$ cat config.mk
export PLATFORM = sky130hd
export DESIGN_NAME = ofdm_puncture_flat
export DESIGN_NICKNAME = d
export VERILOG_FILES = /design/src/rtl/ofdm_puncture_if.sv /design/src/rtl/ofdm_puncture.sv /design/src/flat_wrapper.sv
export SDC_FILE = /design/constraint.sdc
export NUM_CORES = 1
export LEC_CHECK = 0
export ABC_CLOCK_PERIOD_IN_PS = 1400
export CORE_AREA = 2 2 45 47
export CTS_CLUSTER_SIZE = 30
export DETAILED_ROUTE_END_ITERATION = 7
export DIE_AREA = 0 0 47 49
export PLACE_DENSITY = 0.69
export RECOVER_POWER = 50
export SETUP_SLACK_MARGIN = 0.4
export SLEW_MARGIN = 20
export SYNTH_ARGS = -nofsm -noshare
export SYNTH_HDL_FRONTEND = slang
export SYNTH_SLANG_ARGS = --single-unit
$ cat constraint.sdc
create_clock -name clk -period 1.4 [get_ports clk]
set_clock_uncertainty 0.05 [all_clocks]
set_input_delay 0.28 -clock clk [delete_from_list [all_inputs] [get_ports clk]]
set_output_delay 0.28 -clock clk [all_outputs]
set_load 0.005 [all_outputs]
$ cat src/rtl/ofdm_puncture_if.sv
// Bundle of the upstream (encoder) and downstream (interleaver) handshake signals of the puncturer.
// The slave modport is the puncturer's own view; master is the view of whoever drives it.
interface ofdm_puncture_if;
  logic [1:0] pct_din;
  logic       pct_din_vld;
  logic       pct_din_rdy;
  logic       pct_din_sig_flag;
  logic [3:0] pct_din_rate_con;
  logic       pct_dout;
  logic       pct_dout_vld;
  logic       pct_dout_rdy;
  logic       pct_dout_sig_flag;
  logic [3:0] pct_dout_rate_con;

  modport slave (
    input  pct_din, pct_din_vld, pct_din_sig_flag, pct_din_rate_con, pct_dout_rdy,
    output pct_din_rdy, pct_dout, pct_dout_vld, pct_dout_sig_flag, pct_dout_rate_con
  );

  modport master (
    output pct_din, pct_din_vld, pct_din_sig_flag, pct_din_rate_con, pct_dout_rdy,
    input  pct_din_rdy, pct_dout, pct_dout_vld, pct_dout_sig_flag, pct_dout_rate_con
  );
endinterface

$ cat src/rtl/ofdm_puncture.sv
// 802.11a puncturer/serializer: takes coded pairs {B,A} from the K=7 encoder and emits the kept
// bits one per beat, A first, with the rate 1/2, 2/3 or 3/4 pattern selected by the RATE field.
module ofdm_puncture #(
  parameter logic [3:0] RATE_RST = 4'b1011,
  parameter bit         SIG_CLR  = 1'b1
) (
  input logic             clk,
  input logic             rst_n,
  ofdm_puncture_if.slave  pct
);

  typedef enum logic [1:0] {
    MODE_R12 = 2'd0,
    MODE_R23 = 2'd1,
    MODE_R34 = 2'd2
  } mode_t;

  logic [1:0] r_q;
  logic [1:0] r_cnt;
  logic [1:0] r_phase;
  logic       r_vld;
  logic       r_sig;
  logic [3:0] r_rate;

  mode_t      w_mode;
  logic       w_keepA;
  logic       w_keepB;
  logic [1:0] w_phaseNext;
  logic [1:0] w_qNext;
  logic [1:0] w_cntNext;
  logic       w_fire;
  logic       w_dinRdy;
  logic       w_accept;

  assign w_fire   = r_vld & pct.pct_dout_rdy;
  assign w_dinRdy = (r_cnt == 2'd0) | ((r_cnt == 2'd1) & pct.pct_dout_rdy);
  assign w_accept = pct.pct_din_vld & w_dinRdy;

  // SIGNAL-field pairs always go out at rate 1/2, whatever RATE says.
  always_comb begin
    w_mode = MODE_R12;
    if (!pct.pct_din_sig_flag) begin
      case (pct.pct_din_rate_con)
        4'b0001:                            w_mode = MODE_R23;
        4'b1111, 4'b0111, 4'b1011, 4'b0011: w_mode = MODE_R34;
        default:                            w_mode = MODE_R12;
      endcase
    end
  end

  always_comb begin
    w_keepA     = 1'b1;
    w_keepB     = 1'b1;
    w_phaseNext = 2'd0;
    case (w_mode)
      MODE_R23: begin
        if (r_phase != 2'd0) w_keepB = 1'b0;
        w_phaseNext = (r_phase == 2'd0) ? 2'd1 : 2'd0;
      end
      MODE_R34: begin
        case (r_phase)
          2'd0:    w_phaseNext = 2'd1;
          2'd1: begin
            w_keepB     = 1'b0;
            w_phaseNext = 2'd2;
          end
          default: begin
            w_keepA     = 1'b0;
            w_phaseNext = 2'd0;
          end
        endcase
      end
      default: w_phaseNext = 2'd0;
    endcase
    // Without SIG_CLR a SIGNAL pair leaves the data puncture phase untouched.
    if (pct.pct_din_sig_flag && !SIG_CLR) w_phaseNext = r_phase;
  end

  // A load wins over a shift, so the last pending bit and a new pair can share one edge.
  always_comb begin
    w_qNext   = r_q;
    w_cntNext = r_cnt;
    if (w_accept) begin
      if (w_keepA && w_keepB) begin
        w_qNext   = pct.pct_din;
        w_cntNext = 2'd2;
      end else if (w_keepA) begin
        w_qNext   = {1'b0, pct.pct_din[0]};
        w_cntNext = 2'd1;
      end else begin
        w_qNext   = {1'b0, pct.pct_din[1]};
        w_cntNext = 2'd1;
      end
    end else if (w_fire) begin
      w_qNext   = {1'b0, r_q[1]};
      w_cntNext = r_cnt - 2'd1;
    end
  end

  always_ff @(posedge clk or negedge rst_n) begin
    if (!rst_n) begin
      r_q     <= 2'b00;
      r_cnt   <= 2'd0;
      r_phase <= 2'd0;
      r_vld   <= 1'b0;
      r_sig   <= 1'b0;
      r_rate  <= RATE_RST;
    end else begin
      r_q   <= w_qNext;
      r_cnt <= w_cntNext;
      r_vld <= (w_cntNext != 2'd0);
      if (w_accept) begin
        r_phase <= w_phaseNext;
        r_sig   <= pct.pct_din_sig_flag;
        r_rate  <= pct.pct_din_rate_con;
      end
    end
  end

  assign pct.pct_din_rdy       = w_dinRdy;
  assign pct.pct_dout          = r_q[0];
  assign pct.pct_dout_vld      = r_vld;
  assign pct.pct_dout_sig_flag = r_sig;
  assign pct.pct_dout_rate_con = r_rate;

endmodule

$ cat src/flat_wrapper.sv
// flat-port wrapper written by rule: the top's interface ports become plain ports
module ofdm_puncture_flat 
#(
  parameter logic [3:0] RATE_RST = 4'b1011,
  parameter bit         SIG_CLR  = 1'b1
)
  (clk, rst_n, pct_pct_din, pct_pct_din_vld, pct_pct_din_sig_flag, pct_pct_din_rate_con, pct_pct_dout_rdy, pct_pct_din_rdy, pct_pct_dout, pct_pct_dout_vld, pct_pct_dout_sig_flag, pct_pct_dout_rate_con);
  ofdm_puncture_if pct_i ();
  input logic clk;
  input logic rst_n;
  input wire logic [$bits(pct_i.pct_din)-1:0] pct_pct_din;
  input wire logic [$bits(pct_i.pct_din_vld)-1:0] pct_pct_din_vld;
  input wire logic [$bits(pct_i.pct_din_sig_flag)-1:0] pct_pct_din_sig_flag;
  input wire logic [$bits(pct_i.pct_din_rate_con)-1:0] pct_pct_din_rate_con;
  input wire logic [$bits(pct_i.pct_dout_rdy)-1:0] pct_pct_dout_rdy;
  output wire logic [$bits(pct_i.pct_din_rdy)-1:0] pct_pct_din_rdy;
  output wire logic [$bits(pct_i.pct_dout)-1:0] pct_pct_dout;
  output wire logic [$bits(pct_i.pct_dout_vld)-1:0] pct_pct_dout_vld;
  output wire logic [$bits(pct_i.pct_dout_sig_flag)-1:0] pct_pct_dout_sig_flag;
  output wire logic [$bits(pct_i.pct_dout_rate_con)-1:0] pct_pct_dout_rate_con;
  assign pct_i.pct_din = pct_pct_din;
  assign pct_i.pct_din_vld = pct_pct_din_vld;
  assign pct_i.pct_din_sig_flag = pct_pct_din_sig_flag;
  assign pct_i.pct_din_rate_con = pct_pct_din_rate_con;
  assign pct_i.pct_dout_rdy = pct_pct_dout_rdy;
  assign pct_pct_din_rdy = pct_i.pct_din_rdy;
  assign pct_pct_dout = pct_i.pct_dout;
  assign pct_pct_dout_vld = pct_i.pct_dout_vld;
  assign pct_pct_dout_sig_flag = pct_i.pct_dout_sig_flag;
  assign pct_pct_dout_rate_con = pct_i.pct_dout_rate_con;
  ofdm_puncture #(.RATE_RST(RATE_RST), .SIG_CLR(SIG_CLR)) u_core (.clk(clk), .rst_n(rst_n), .pct(pct_i));
endmodule
# Yosys cells after proc, flatten, opt, wreduce, memory -nomap -nowiden
# Index checks and enable logic that the tools add are counted.
# W data, S select, Z words.
# classes
muxes,17
n_eq_ne,9
reduce_logical,8
n_addsub,1
bitwise_logic,4
# ops
cell,n
$mux W2,7
$pmux W2 S2,3
$eq A4 B4 Y1 const B,2
$eq A2 B1 Y1 const B,3
$mux W1,6
$reduce_bool A2 Y1,3
$eq A4 B1 Y1 const B,1
$eq A4 B2 Y1 const B,1
$eq A4 B3 Y1 const B,1
$logic_not A2 Y1,2
$reduce_or A4 Y1,1
$and A1 B1 Y1,3
$eq A2 B2 Y1 const B,1
$pmux W1 S2,1
$reduce_or A2 Y1,1
$sub A2 B1 Y2 const B,1
$logic_and A1 B1 Y1,1
$or A1 B1 Y1,1
# totals
word_cells,45
out_inout_bits,8
inputBits,11
reg_bits,12

# Depth between registers and ports, before layout
# logic_depth
word_depth,10
ltp_mapped,7
ltp_nobuf,7

# Worst setup path before layout
# OpenSTA, ideal clock, no wires.
# synth_timing
path_kind,input -> register
start,in pct_pct_din_sig_flag
end,reg u_core.r_cnt[1]
setup_time_ns,0.125
t_arrival_ns,1.650
cell_stages,6
t_required_ns,1.225
n_path_buf,0
setup_slack_ns,-0.425
cell_sequence,nand2b_1 > or4_1 > ha_1 > a21bo_2 > o31ai_1 > mux2_4
# synth_via
elab_chain_len,6
elab_cells_between_ends,8
cone_classes,eq/ne (2); mux (5); reduce/logical (1)
# synth_lines
item,line_no,rtl
start: declaration,flat_wrapper.sv:13,input wire logic [$bits(pct_i.pct_din_sig_flag)-1:0] pct_pct_din_sig_flag;
$mux W2 *,ofdm_puncture.sv:42,if (!pct.pct_din_sig_flag) begin
$eq A2 B2 Y1 or $eq A2 B1 Y1 (tied branches),ofdm_puncture.sv:55,case (w_mode)
$pmux W1 S2 or $mux W1 (tied branches),ofdm_puncture.sv:55,
$logic_and A1 B1 Y1 *,ofdm_puncture.sv:84,if (w_keepA && w_keepB) begin
$mux W2 *,ofdm_puncture.sv:84,
$mux W2 *,ofdm_puncture.sv:83,if (w_accept) begin
named net u_core.w_cntNext[1],ofdm_puncture.sv:30,logic [1:0] w_cntNext;
end signal: assignment,ofdm_puncture.sv:110,r_cnt <= w_cntNext;
end: declaration,ofdm_puncture.sv:19,logic [1:0] r_cnt;
# The timed path passes the listed nets; every way through them passes the cells marked *.
# A chain may end at the register's enable or synchronous reset.

# Final worst setup path
# Ends and elaborated chain as after synthesis.

==> summary.md <==
STA
• 0 — final hold vios
• -182 ps — post-route setup slack
• yes — RSZ-0062 raised after global routing
• 55.0% — Max-Slew Margin vs Limit
• -1310 ps — total negative setup slack
• 675 ps — actual slew at the worst max-slew pin
• 1580 ps — post-route minimum period
• 12 — final-report setup violation count
• 0 — max-slew violation total from the final report
• 632 MHz — achievable clock frequency
• 113% — Period Utilization, post-route

Placed design
• 109 — placed insts
• 0.00104 mm² — cell area after placement
• 0.692 — placer congestion estimate
• -912 ps — worst slack at placement
• 1.20 mm — detailed-placement wirelength estimate
• 18 — number of input and output port buffers inserted

Run
• 0 — number of violations of the max-capacitance limit

Worst hold path
• input port to flip-flop — worst min-delay path class
• pct_pct_din_sig_flag — HP Start
• 2 — WHS Path Cells
• u_core.pct.pct_dout_sig_flag$_DFFE_PN0P_ — destination of the worst hold path

Yosys
• 0 — Yosys warning count
• 26 — number of distinct library cell variants in the gate-level netlist after synthesis
• 12 — synthesized flop and latch total
• 7.19% — Synth Area in Adders
• 10.1% — basic-gate share of the synthesized area counting and, or, nand and nor cells
• 9.71% — Synth Area in Compound Gates
• 71 — Syn Nets
• dfrtp_1 (32%), mux2_4 (15%), dfstp_2 (11%) — synth top area cells
• 696 µm² — synthesized cell area
• 1.26% — parity-gate share of the synthesized area counting xor and xnor cells
• dfrtp_1 — most area-hungry cell type in the Yosys netlist
• 22.5% — multiplexer area fraction after synthesis
• 56 — synthesized netlist cell count
• multiplexers — main combinational cell family by area after synthesis
• 43.7% — sequential area share after synthesis
• 32.4% — top cell type's share of synthesized area
• 12.4 µm² — mean cell area of the mapped netlist

Route
• 4.71 — post-detailed-route via-to-cell ratio
• 13.7 µm — wire length per cell
• 0 — number of antenna-violating nets in the routed design
• 3 — initial detailed-routing violation count
• 0 — Remaining DRCs
• 556 — total number of vias
• 1.62 mm — Routed WL
• 3 — router iterations before antenna repair

Floorplanning
• 47 µm — Die X
• 49 µm — vertical die dimension
• 16 — cell row count
• 0.00184 mm² — Core Region
• 19 — number of primary I/O pins
• 37.8% — effective utilization at floorplan
• 0.00230 mm² — Die Area

Final layout
• 0.00110 mm² — post-layout instance area
• 0 — Antenna Cells
• 58.5% — area growth from synthesis to layout
• buf_4 — commonest non-fill, non-tap cell in the layout
• buf_4 (12), buf_2 (9), dfrtp_1 (9) — top library cells by usage in the layout, fill and taps aside
• 118 — number of standard cells in the final layout excluding fillers
• 107 — nets
• 61.5% — share of final-layout standard cells stronger than drive strength 1

Power
• 0.555 nW — leakage power total
• 0.951 mV — worst-case vdd ir drop
• 1700 mW/mm² — power density over cell area

GRT
• 2.22% — GRT met3 Usage
• 16.1% — GR Util All Layers
• 21.5% — met1 track demand over resource
• 594 — vias in the first global route
• 0 — total gr overflow
• met2 — most utilized layer in the global route result
• 26.0% — met2 layer usage reported by global route
• 13 — pin count of the biggest net entering global routing
• 2.70 mm — first-pass GRT wire length
• 0 — number of antenna violations at the first check in global routing

Worst setup path
• input port to flip-flop — kind of critical path
• flip-flop — Critical Path End Type
• 1510 ps — data required time at the worst endpoint
• -120 ps — FF-to-FF setup slack
• or4_4 — Slowest cell on crit path
• 1690 ps — endpoint arrival time on the critical path
• 3 — maximum fanout along the worst path
• pct_pct_din_sig_flag — start point of the critical path
• 440 ps — delay of the slowest cell on the worst path
• input port — element type at the critical path start
• buf_6 > nand2b_4 > or4_4 > ha_4 > a21bo_4 > o31ai_4 > mux2_4 — cell breakdown of the critical path
• u_core.pct.pct_dout_rate_con[2]$_DFFE_PN0P_ — worst reg2reg endpoint
• u_core.r_cnt[1]$_DFF_PN0_ — worst reg2reg startpoint
• 6 — worst r2r path cells

CTS
• 80 ps — Reg clk slew, reported paths
• 270 ps — source-to-sink clock delay at the later pin of the worst-skew pair
• 3 — TritonCTS buffer count
• clkbuf_4 — buffer type at the clock tree root
• 1 — H-tree depth reported by CTS
• built — clock tree from TritonCTS
• 2 — buffers from clock root to sink, at most
• 12 — CTS sink count

Run status
• complete, but fails checks — result of the run
• setup timing — violated checks

worst max-delay path by stage:
stage | endpoint | slack, ps | cells after the start
global route | u_core.r_cnt[1]$_DFF_PN0_ | -190 | 7
detailed placement | u_core.r_cnt[1]$_DFF_PN0_ | -910 | 7
global placement | u_core.r_cnt[1]$_DFF_PN0_ | -860 | 7
floorplan | u_core.r_cnt[1]$_DFF_PN0_ | -380 | 6
CTS | u_core.r_cnt[1]$_DFF_PN0_ | -210 | 7
finish | u_core.r_cnt[1]$_DFF_PN0_ | -180 | 7
kinds of logic after synthesis:
| family | Yosys count |
|---|---|
| buf+inv | 8 |
| compound gates | 8 |
| xor+xnor | 1 |
| mux | 12 |
| simple gates | 11 |
| fa+ha+maj | 4 |
| flops | 12 |
cells in the mapped netlist:
cell,n
mux2_2,1
a41o_1,1
a211oi_1,1
and3b_1,1
mux2_4,7
nand2_1,2
dfrtp_1,9
a21bo_2,1
a21oi_1,2
xnor2_1,1
ha_1,4
mux2i_1,4
nand2b_1,1
nand4_1,1
o31ai_1,2
inv_1,6
buf_6,1
dfstp_2,3
or4_1,1
nand2_4,1
buf_2,1
a21o_4,1
nor4_1,1
or2_2,1
nor2_1,1
and2_1,1
metrics by stage:
stage | utilization (%) | power (mW) | hold WS [ps]
3_3_place_gp | 56.7 | 1.54 | 446
4_1_cts | 57.7 | 1.84 | 177
2_1_floorplan | - | 1.11 | -65.6
5_1_grt | 59.9 | 2.00 | 172
3_5_place_dp | 56.7 | 1.58 | 459
6_report | 59.9 | 1.87 | 180
power breakdown:
| part | total, mW | internal [mW] | switching (mW) |
|---|---|---|---|
| clock network | 0.278 | 0.158 | 0.120 |
| registers | 0.603 | 0.519 | 0.0838 |
| logic | 0.991 | 0.623 | 0.368 |
| total | 1.87 | 1.30 | 0.572 |
worst max-delay path, delay by kind of cell:
family                     cells  cell delay, ps
muxes                          1             270
adders and majority gates      1             240
AOI/OAI and AO/OA              2             250
buffers and inverters          1              90
and+or+nand+nor                2             570
per-layer routing:
| metal | up-vias | wire length (µm) |
|---|---|---|
| met3 | 4 | 27 |
| met1 | 275 | 677 |
| met4 | 0 | 20 |
| met2 | 8 | 896 |
| met5 | - | 0 |
| li1 | 269 | - |
state kept, by name, summed over array words and instances (netlist names):
signal / count
u_core.pct.pct_dout_rate_con: 4
u_core.r_q: 2
u_core.r_cnt: 2
u_core.pct.pct_dout_sig_flag: 1
u_core.r_phase: 2
u_core.pct.pct_dout_vld: 1
final cells by class:
cell class / instances / area (µm²)
Timing Repair Buffer: 33 / 265
Inverter: 6 / 22.5
Sequential cell: 12 / 304
Multi-Input combinational cell: 36 / 440
Clock buffer: 4 / 36.3
Fill cell: 150 / 739
Tap cell: 27 / 33.8
timing repair:
action | CTS | global route
gates resized for setup | 57 | 4
setup endpoints to repair | 20 | 20
pin swaps | 2 | 2
hold buffers | 0 | 0
buffers inserted | 3 | 2
No activity file was read; power rests on OpenSTA's default activity.
